**config.mk**
```make
export PLATFORM = sky130hd
export DESIGN_NAME = mp_prod_accum
export DESIGN_NICKNAME = d
export VERILOG_FILES = /design/src/rtl/mp_accum_pkg.sv /design/src/rtl/mp_idx_counter.sv /design/src/rtl/mp_prod_accum.sv
export SDC_FILE = /design/constraint.sdc
export NUM_CORES = 1
export LEC_CHECK = 0
export BUFFER_PORTS_ARGS = -buffer_cell sky130_fd_sc_hd__buf_4
export CAP_MARGIN = 20
export CORE_MARGIN = 5
export CORE_UTILIZATION = 60
export DETAILED_ROUTE_END_ITERATION = 10
export GPL_TIMING_DRIVEN = 0
export PLACE_DENSITY = 0.85
export SYNTH_ARGS = -nofsm -noshare
export SYNTH_HDL_FRONTEND = slang
export SYNTH_HIERARCHICAL = 1
export SYNTH_SLANG_ARGS = --single-unit
```
**constraint.sdc**
```tcl
create_clock -name clk -period 5.65 [get_ports clk]
set_input_delay 0.565 -clock clk [delete_from_list [all_inputs] [get_ports clk]]
set_output_delay 0.565 -clock clk [all_outputs]
set_load 0.02 [all_outputs]
```
**src/rtl/mp_accum_pkg.sv**
```systemverilog
// Shared types and constants for the multi-precision product accumulator.
package mp_accum_pkg;

    localparam int WW_DEF     = 8;
    localparam int NWORDS_DEF = 4;

    typedef enum logic [1:0] {
        S_IDLE  = 2'd0,
        S_ACCUM = 2'd1,
        S_DONE  = 2'd2
    } state_t;

    function automatic int clog2(input int n);
        int r;
        r = 0;
        while ((1 << r) < n) r = r + 1;
        return r;
    endfunction

endpackage

```
**src/rtl/mp_idx_counter.sv**
```systemverilog
// Nested i/j word-index counter: j is the inner index, i advances when j wraps.
module mp_idx_counter #(
    parameter int N  = 4,
    parameter int IW = 2
) (
    input  logic          clk,
    input  logic          rst,
    input  logic          clr,
    input  logic          inc,
    output logic [IW-1:0] i,
    output logic [IW-1:0] j,
    output logic          last
);

    localparam logic [IW-1:0] MAX_IDX = IW'(N - 1);

    logic [IW-1:0] i_reg, i_next;
    logic [IW-1:0] j_reg, j_next;

    always_comb begin
        i_next = i_reg;
        j_next = j_reg;
        if (clr) begin
            i_next = '0;
            j_next = '0;
        end else if (inc) begin
            if (j_reg == MAX_IDX) begin
                j_next = '0;
                i_next = (i_reg == MAX_IDX) ? '0 : i_reg + 1'b1;
            end else begin
                j_next = j_reg + 1'b1;
            end
        end
    end

    always_ff @(posedge clk or posedge rst) begin
        if (rst) begin
            i_reg <= '0;
            j_reg <= '0;
        end else begin
            i_reg <= i_next;
            j_reg <= j_next;
        end
    end

    assign i    = i_reg;
    assign j    = j_reg;
    assign last = (i_reg == MAX_IDX) && (j_reg == MAX_IDX);

endmodule

```
**src/rtl/mp_prod_accum.sv**
```systemverilog
// Column-shifting accumulator for NWORDS^2 partial products of A*B.
// Define MP_ACCUM_MAC_EN to preload from acc_init and expose a sticky carry-out (ovf).
module mp_prod_accum
    import mp_accum_pkg::*;
#(
    parameter int WW     = WW_DEF,
    parameter int NWORDS = NWORDS_DEF
) (
    input  logic                   clk,
    input  logic                   rst,
    input  logic                   start,
    output logic                   busy,
    input  logic [2*WW-1:0]        prod,
    input  logic                   prod_valid,
    output logic                   prod_ready,
    output logic [2*NWORDS*WW-1:0] res,
    output logic                   res_valid,
    input  logic                   res_ready
`ifdef MP_ACCUM_MAC_EN
    ,
    input  logic [2*NWORDS*WW-1:0] acc_init,
    output logic                   ovf
`endif
);

    localparam int RW   = 2 * NWORDS * WW;
    localparam int IW   = clog2(NWORDS);
    localparam int CW   = IW + 1;
    localparam int NCOL = 2 * NWORDS - 1;

    state_t          state_reg, state_next;
    logic [RW-1:0]   res_reg;
    logic [IW-1:0]   idx_i, idx_j;
    logic            idx_last;
    logic            idx_clr, idx_inc;
    logic            start_take, accept;
    logic [CW-1:0]   col;
    logic [RW-1:0]   col_shift [NCOL];
    logic [RW-1:0]   addend;
    logic [RW:0]     sum;
    logic [RW-1:0]   res_init;

    mp_idx_counter #(
        .N  (NWORDS),
        .IW (IW)
    ) u_idx (
        .clk  (clk),
        .rst  (rst),
        .clr  (idx_clr),
        .inc  (idx_inc),
        .i    (idx_i),
        .j    (idx_j),
        .last (idx_last)
    );

    // One pre-shifted copy of the product per result column i+j.
    generate
        for (genvar gi = 0; gi < NCOL; gi++) begin : g_col
            assign col_shift[gi] = {{(RW - 2*WW){1'b0}}, prod} << (WW * gi);
        end
    endgenerate

    assign col    = {1'b0, idx_i} + {1'b0, idx_j};
    assign addend = col_shift[col];
    assign sum    = {1'b0, res_reg} + {1'b0, addend};

    always_comb begin
        state_next = state_reg;
        idx_clr    = 1'b0;
        idx_inc    = 1'b0;
        start_take = 1'b0;
        accept     = 1'b0;
        case (state_reg)
            S_IDLE: begin
                if (start) begin
                    start_take = 1'b1;
                    idx_clr    = 1'b1;
                    state_next = S_ACCUM;
                end
            end
            S_ACCUM: begin
                if (prod_valid) begin
                    accept  = 1'b1;
                    idx_inc = 1'b1;
                    if (idx_last) state_next = S_DONE;
                end
            end
            S_DONE: begin
                if (res_ready) state_next = S_IDLE;
            end
            default: state_next = S_IDLE;
        endcase
    end

    always_ff @(posedge clk or posedge rst) begin
        if (rst) state_reg <= S_IDLE;
        else     state_reg <= state_next;
    end

`ifdef MP_ACCUM_MAC_EN
    assign res_init = acc_init;

    logic ovf_reg;

    // Sticky across the whole job so a single wrap anywhere is reported.
    always_ff @(posedge clk or posedge rst) begin
        if (rst)             ovf_reg <= 1'b0;
        else if (start_take) ovf_reg <= 1'b0;
        else if (accept)     ovf_reg <= ovf_reg | sum[RW];
    end

    assign ovf = ovf_reg;
`else
    assign res_init = '0;
`endif

    always_ff @(posedge clk or posedge rst) begin
        if (rst)             res_reg <= '0;
        else if (start_take) res_reg <= res_init;
        else if (accept)     res_reg <= sum[RW-1:0];
    end

    assign res        = res_reg;
    assign busy       = (state_reg != S_IDLE);
    assign prod_ready = (state_reg == S_ACCUM);
    assign res_valid  = (state_reg == S_DONE);

endmodule

```
# After elaboration in Yosys (flattened, before gate mapping)

Index checks and enable logic that the tools add are counted.

Register bits after elaboration: 70
Input port bits: 21
Word-level logic and storage cells: 46

Add/sub/neg operators: 4
Magnitude comparators: 1
Equality and inequality tests: 8
Mux-type cells: 21
Bitwise operators: 1
Reductions and logical operators: 7

Operators by type and width:

| kind                                                                     | count |
|---|---|
| 64-bit 2-to-1 mux                                                        | 4 |
| 64-bit binary-select mux with 3-bit select                               | 1 |
| 64-bit adder                                                             | 1 |
| 2-bit 2-to-1 mux                                                         | 11 |
| 2-bit == test (second input constant)                                    | 3 |
| 2-bit case mux with 3 select lines                                       | 1 |
| 2-bit nonzero test                                                       | 3 |
| 2-bit by 1-bit adder with 2-bit output (second input constant)           | 2 |
| 4-bit greater-or-equal comparator (second input constant)                | 1 |
| 1-bit 2-to-1 mux                                                         | 4 |
| 2-bit by 1-bit inequality test with 1-bit output (second input constant) | 2 |
| 2-bit inequality test (second input constant)                            | 2 |
| 3-bit inverter with 4-bit output                                         | 1 |
| 4-bit AND reduction                                                      | 1 |
| 2-bit by 2-bit adder with 3-bit output                                   | 1 |
| 2-bit by 1-bit == test with 1-bit output (second input constant)         | 1 |
| 2-bit logical NOT                                                        | 1 |
| 2-bit AND reduction                                                      | 1 |
| 1-bit logical AND                                                        | 1 |

# Depth between registers and ports, before layout

Gate-level depths: netlist (run 1).

Word-level depth: 8
Depth in mapped cells: 19
Depth with buffers taken out: 18

# Cells and area by module

The synthesis (run 1) kept the hierarchy.

By module, submodules not included:

| module         | times used | cells an instance | area an instance (µm²) |
|---|---|---|---|
| mp_prod_accum  | 1          | 931               | 7031.7 |
| mp_idx_counter | 1          | 20                | 217.7 |

# Worst setup path before layout (run 1)

No wires, ideal clock.

Path type: reg-to-reg
From: register u_idx.i_reg[0] (netlist: u_idx/i[0])
To: register res_reg[62] (netlist: res[62])
Arrival time: 4069 ps
Required time: 5526 ps
Setup slack: 1457 ps
Stages on the path, launching flop included: 20
Path buffers: 1
Clock period less this slack: 4193 ps
Cells stage by stage: dfrtp_1 -> ha_1 -> inv_1 -> fa_1 -> clkbuf_1 -> nand2_1 -> nor2_1 -> and2_1 -> ha_1 -> inv_1 -> fa_1 -> nand2b_1 -> a21oi_1 -> o21ai_1 -> a31oi_1 -> o211ai_1 -> a21boi_1 -> o2111ai_1 -> mux2i_1 -> a211o_1

Longest elaborated chain between the ends: 8

RTL lines:

| what                                                   | RTL line             | text |
|---|---|---|
| start: declaration                                     | mp_idx_counter.sv:17 | `logic [IW-1:0] i_reg, i_next;` |
| start signal: assignment                               | mp_idx_counter.sv:41 | `i_reg <= i_next;` |
| 2-bit by 2-bit adder with 3-bit output                 | mp_prod_accum.sv:63  | `assign col = {1'b0, idx_i} + {1'b0, idx_j};` |
| 3-bit inverter with 4-bit output (implied by the code) | mp_prod_accum.sv:64  | `assign addend = col_shift[col];` |
| 64-bit binary-select mux with 3-bit select             | mp_prod_accum.sv:64  |  |
| 64-bit 2-to-1 mux (implied by the code) (2 in a row)   | mp_prod_accum.sv:64  |  |
| 64-bit adder                                           | mp_prod_accum.sv:65  | `assign sum = {1'b0, res_reg} + {1'b0, addend};` |
| 64-bit 2-to-1 mux                                      | mp_prod_accum.sv:120 | `else if (accept) res_reg <= sum[RW-1:0];` |
| 64-bit 2-to-1 mux                                      | mp_prod_accum.sv:119 | `else if (start_take) res_reg <= res_init;` |
| end signal: assignment                                 | mp_prod_accum.sv:119 |  |
| end signal: assignment                                 | mp_prod_accum.sv:120 |  |
| end: declaration                                       | mp_prod_accum.sv:32  | `logic [RW-1:0] res_reg;` |

Every way passes these cells. The select of a mux whose other input is x is not followed.
A chain may end at the register's enable or synchronous reset.

# Worst setup path after layout (run 1)

Same ends and word-level chain as after synthesis.

==> results of run 1 <==
layer usage:
metal	track usage, %	vias up	routed length [um]
met2	48.6	359	9740
met5	0	-	0
li1	-	3619	-
met1	41.2	3510	9310
met4	15.2	0	1040
met3	7.40	75	2170
worst max-delay path by stage:
stage / slack, ns / end
finish: 0.27 / res[62]$_DFFE_PP0P_
floorplan: 1.46 / res[62]$_DFFE_PP0P_
detailed placement: 0.44 / res[62]$_DFFE_PP0P_
CTS: 0.41 / res[62]$_DFFE_PP0P_
global placement: 0.57 / res[62]$_DFFE_PP0P_
global route: 0.05 / res[62]$_DFFE_PP0P_
cell families (layout without fill, tap and decap cells):
kind of cell,after synthesis,in the layout
xor+xnor,46,46
compound gates,300,300
fa+ha+maj,69,69
mux,18,18
simple gates,371,371
flops,70,70
buf+inv,77,181
power groups by stage:
stage	combinational, W	clock [W]	sequential, W
final	0.00441	0.000616	0.000920
after global routing	0.00485	0.000645	0.000949
after CTS	0.00433	0.000620	0.000919
after detailed placement	0.00430	0	0.000926
after global placement	0.00423	0	0.000920
after floorplan	0.00297	0	0.00110
metrics by stage:
step	cell area (sq um)	worst slack, ns	util [%]	hold slack, ns	total power [W]
after floorplan	7250	1.46	-	0.331	0.00407
after global placement	8090	0.572	67.9	0.479	0.00515
after detailed placement	8100	0.437	68.0	0.499	0.00522
after CTS	8420	0.405	70.7	0.132	0.00587
after global routing	8420	0.0489	70.7	0.145	0.00644
final	8420	0.272	70.7	0.137	0.00594
cells in the final DEF, fill, tap and decap left out, drive strengths merged, types with 29 or more instances in the layout:
| cell type | netlist | final |
|---|---|---|
| nand2 | 130 | 130 |
| buf | 6 | 94 |
| nor2 | 93 | 93 |
| o21ai | 90 | 90 |
| a21oi | 89 | 89 |
| dfrtp | 70 | 70 |
| ha | 67 | 67 |
| clkbuf | 39 | 52 |
| a21o | 30 | 30 |
| inv | 29 | 29 |
repair_timing:
action,4_1_cts,5_1_grt
gates resized for setup,0,1
endpoints found under the setup margin,0,1
hold buffers,0,0
final cells by class:
type                       instances  area share, %
buffer                            47           3.03
clock buffer                      13           3.33
clock inverter                     3          0.476
inverter                          30           1.38
multi-input combinational        804           60.9
sequential                        70           20.8
tap                              147           2.18
timing repair buffer              88           7.85
==> flow_metrics.py, run 1 <==
metrics = {
    "status": {
        "status": "finished, final reports clean",
    },
    "routing": {
        "routed_wirelength_mm": 22.3,
        "drtIter0Drc": 785,
        "first_pass_iters": 7,
        "ant_nets": 0,
        "num_vias": 7563,
        "via_per_inst": 6.29,
        "wire_per_inst_um": 18.5,
        "drc": 0,
    },
    "worst_setup_path": {
        "crit_family": "compound AO/OA/AOI/OAI gates",
        "startpoint": "u_idx/i[0]$_DFFE_PP0P_",
        "critical_path_class": "reg2reg",
        "timing.rr.start": "u_idx/i[0]$_DFFE_PP0P_",
        "reg2reg_depth": 14,
        "crit_path_end_kind": "flip-flop",
        "r2r-end": "res[62]$_DFFE_PP0P_",
        "critPathArrivalTime_ns": 5.62,
        "cp_common_cell": "clkbuf_1",
        "crit_buf_inv": 3,
        "path_depth": 14,
        "required_ns": 5.89,
        "crit_path_start_kind": "flip-flop",
        "crit_path_top_delay_cell": "mux2i_1",
        "crit_chain": "ha_1, clkbuf_1, clkbuf_1, mux2i_1, nor2_1, ha_1, clkbuf_1, nand4_1, nor4_1, o211ai_1, a21boi_1, o2111ai_1, mux2i_1, a211o_1",
        "cp_max_fo": 10,
        "critPathMaxStageDelay_ns": 0.76,
        "r2r_slack_ns": 0.27,
    },
    "timing": {
        "max_slew_margin_pct": 37.0,
        "hold_viol": 0,
        "setup_viol": 0,
        "finalCritPeriodShare_pct": 95.2,
        "finalCriticalPeriod_ns": 5.38,
        "fin_setup_tns_ns": 0,
        "finClkSkew_ns": 0.00712,
        "max_freq_mhz": 186,
        "slew_viol_final": 0,
        "max_slew.worst_pin.slew_ns": 0.945,
        "grt_setup_unrepaired": "no",
    },
    "place": {
        "gp_congestion": 1.03,
        "placed_cells": 1186,
        "dpl.hpwl_mm": 17.2,
        "io_buffers": 87,
    },
    "pwr": {
        "cell_internal_pwr_w": 0.00280,
        "power_frac_seq_pct": 15.5,
        "switching_power_w": 0.00314,
        "peakVddDrop_mv": 0.430,
        "power_frac_clock_pct": 10.4,
        "p_sw_share_pct": 52.9,
        "p_leak_nw": 3.97,
        "cellPowerDensity_nw_per_um2": 706,
        "comb_power_share_pct": 74.2,
    },
    "yosys": {
        "ys_ff_latch": 70,
        "synth-simple-area-share_pct": 24.2,
        "synth-xor-area-share_pct": 5.56,
        "ys_seq_area_share_pct": 24.2,
        "synth_adder_area_share_pct": 12.1,
        "synth_most_common_cell": "nand2_1",
        "synthDistinctLibCells": 78,
        "synth_commonest_cells": "nand2_1, nor2_1, a21oi_1",
        "synth_area_leaders": "dfrtp_1, ha_1, nand2_1",
        "synth_mux_area_share_pct": 2.50,
        "syn_area_per_cell_sq_um": 7.62,
        "synth_compound_area_share_pct": 26.4,
        "synth_area_leader_cell": "dfrtp_1",
        "synth_flop_cell": "dfrtp_1",
        "synthesis.nets": 1041,
        "synth_top_family_by_area": "compound AO/OA/AOI/OAI gates",
        "syn_area_sq_um": 7250,
        "synth_top_area_share_pct": 24.2,
        "synth-edff-count": 0,
        "ys.warnings.count": 6,
        "synthArstFlopShare_pct": 100,
        "syn_inst": 951,
    },
    "finish": {
        "final_cells": 1202,
        "antennaDiodeCount": 0,
        "final_nets": 1140,
        "syn_to_final_growth_pct": 16.1,
        "fill_cells": 1026,
        "layout-drive-gt1-share_pct": 13.6,
        "seqCellArea_sq_um": 1750,
        "largest_register_ffs": 64,
        "multi_input_area_sq_um": 5130,
    },
    "clocking": {
        "cts.sinks": 70,
        "numCtsBuffers": 9,
        "cts.clk_slew.worst_paths_ns": 0.06,
        "htree_levels": 3,
        "clk_latency_ns": 0.35,
        "cts_tree": "done",
        "post_cts_buffers": 0,
        "root_buffer": "clkbuf_16",
        "cts_buffer_depth": 2,
    },
    "global_routing": {
        "antenna_found_initial": 0,
        "grt-ovfl-total": 0,
        "grt_first_pass_wirelength_mm": 35.8,
        "grt_pass1_vias": 7109,
        "grt_max_degree": 67,
        "track_usage_pct": 31.4,
    },
    "floorplanning": {
        "core_region_area_sq_um": 11900,
        "ios": 88,
        "num_rows": 40,
        "die_w_um": 120,
        "die_area_sq_um": 14400,
        "die_y_um": 120,
        "start_util_pct": 60.9,
    },
    "flow_run": {
        "maxCapViolations": 0,
    },
    "min_path": {
        "hp-class": "in2async",
    },
}
Note: power is estimated with default switching activity, not from simulation.
==> inputs of run 2 (changes only) <==
--- a/config.mk
+++ b/config.mk
@@ -13,3 +13,3 @@
 export GPL_TIMING_DRIVEN = 0
-export PLACE_DENSITY = 0.85
+export PLACE_DENSITY_LB_ADDON = 0.05
 export SYNTH_ARGS = -nofsm -noshare
==> constraint.sdc (replaced) <==
create_clock -name clk -period 5.65 [get_ports clk]
set_input_delay 1.4125 -clock clk [delete_from_list [all_inputs] [get_ports clk]]
set_output_delay 1.4125 -clock clk [all_outputs]
set_load 0.02 [all_outputs]
==> flow_metrics.py, run 2 (synthesis results as in run 1) <==
metrics = {
    "routing": {
        "ant_nets": 0,
        "drc": 0,
        "via_per_inst": 6.23,
        "drtIter0Drc": 842,
        "routed_wirelength_mm": 23.0,
        "first_pass_iters": 5,
        "wire_per_inst_um": 19.2,
        "num_vias": 7485,
    },
    "timing": {
        "slew_viol_final": 0,
        "finalCriticalPeriod_ns": 5.38,
        "hold_viol": 0,
        "max_slew.worst_pin.slew_ns": 1.14,
        "max_slew_margin_pct": 23.9,
        "finClkSkew_ns": 0.00940,
        "setup_viol": 0,
        "fin_setup_tns_ns": 0,
        "grt_setup_unrepaired": "no",
        "max_freq_mhz": 186,
        "hold_ws_ns": 0.509,
        "finalCritPeriodShare_pct": 95.3,
    },
    "global_routing": {
        "grt_pass1_vias": 6867,
        "grt_first_pass_wirelength_mm": 35.9,
        "grt-ovfl-total": 0,
        "grt_max_degree": 67,
        "antenna_found_initial": 0,
        "track_usage_pct": 31.5,
    },
    "min_path": {
        "hold_depth": 2,
        "hp-class": "reg2reg",
    },
    "finish": {
        "postLayoutCellArea_sq_um": 8370,
        "layout_common_cells": "nand2_1, nor2_1, buf_4",
        "final_util_pct": 70.3,
        "layout-drive-gt1-share_pct": 13.5,
        "final_cells": 1201,
        "syn_to_final_growth_pct": 15.4,
        "final_nets": 1139,
        "largest_register_ffs": 64,
        "layout.cells.most_common": "nand2_1",
        "antennaDiodeCount": 0,
    },
    "clocking": {
        "post_cts_buffers": 0,
        "root_buffer": "clkbuf_16",
        "cts.clk_slew.worst_paths_ns": 0.06,
        "cts_buffer_depth": 2,
        "htree_levels": 3,
        "cts_tree": "done",
        "cts.sinks": 70,
        "clk_latency_ns": 0.35,
        "numCtsBuffers": 9,
    },
    "floorplanning": {
        "num_rows": 40,
        "die_w_um": 120,
        "die_y_um": 120,
        "start_util_pct": 60.9,
        "die_area_sq_um": 14400,
        "core_region_area_sq_um": 11900,
        "ios": 88,
    },
    "worst_setup_path": {
        "critical_path_class": "reg2reg",
        "cp_max_fo": 10,
        "crit_path_start_kind": "flip-flop",
        "cp_common_cell": "clkbuf_1",
        "crit_family": "compound AO/OA/AOI/OAI gates",
        "required_ns": 5.89,
        "crit_buf_inv": 3,
        "crit_path_top_delay_cell": "mux2i_1",
        "reg2reg_depth": 14,
        "critPathArrivalTime_ns": 5.62,
        "path_depth": 14,
        "critPathMaxStageDelay_ns": 0.79,
        "crit_chain": "ha_1, clkbuf_1, clkbuf_1, mux2i_1, nor2_1, ha_1, clkbuf_1, nand4_1, nor4_1, o211ai_1, a21boi_1, o2111ai_1, mux2i_1, a211o_1",
        "crit_path_end_kind": "flip-flop",
    },
    "place": {
        "gp_congestion": 0.962,
        "dpl.hpwl_mm": 17.8,
        "dpl_cell_area_sq_um": 8090,
        "placed_cells": 1185,
        "io_buffers": 87,
    },
    "pwr": {
        "peakVddDrop_mv": 0.413,
        "cellPowerDensity_nw_per_um2": 707,
        "p_leak_nw": 3.93,
    },
    "status": {
        "status": "finished, final reports clean",
    },
    "flow_run": {
        "maxCapViolations": 0,
    },
}
[run 2: final timing paths]
path	from	end	slack, ns
max	u_idx/i[0]$_DFFE_PP0P_	res[62]$_DFFE_PP0P_	0.27
min	res[40]$_DFFE_PP0P_	res[40]$_DFFE_PP0P_	0.51
max reg2reg	u_idx/i[0]$_DFFE_PP0P_	res[62]$_DFFE_PP0P_	0.27
min reg2reg	res[40]$_DFFE_PP0P_	res[40]$_DFFE_PP0P_	0.51
max in group asynchronous	rst	res[39]$_DFFE_PP0P_	3.80
min in group asynchronous	rst	u_idx/i[0]$_DFFE_PP0P_	0.97
[run 2: tightest hold or removal path, stage by stage (launching register included)]
cell and delay (ns):
dfrtp_1 0.36, nand2_1 0.05, o21ai_0 0.06
[run 2: per-layer routing]
layer	vias to the layer above	GRT usage (%)	share of wire [%]
met3	41	4.95	8.6
met5	-	0	0
met4	0	10.7	2.6
met1	3480	43.5	44
met2	336	50.2	45
li1	3628	-	-
[run 2: cell type report]
class / count / area [sq um]
inverters: 30 / 116
well taps: 147 / 184
clock inverters: 6 / 37.5
repair buffers: 87 / 653
multi-input cells: 804 / 5130
flip-flops and latches: 70 / 1750
plain buffers: 47 / 255
clock buffers: 10 / 239
fillers: 1039 / 3540
[run 2: timing repair]
item | CTS | global route
gates resized for setup | 0 | 1
endpoints found under the setup margin | 0 | 1
hold buffers | 0 | 0
[run 2: metrics by stage]
stage / total power, W / setup slack, ns
finish: 0.00591 / 0.268
CTS: 0.00584 / 0.461
global placement: 0.00522 / 0.437
detailed placement: 0.00527 / 0.409
global route: 0.00637 / 0.111
floorplan: 0.00407 / 1.46
[run 2: power by group]
part           total (W)  switching [W]  internal [W]  leakage, nW
registers       0.000918       0.000196      0.000722        0.893
logic            0.00445        0.00276       0.00169         2.91
clock network   0.000544       0.000238      0.000307        0.130
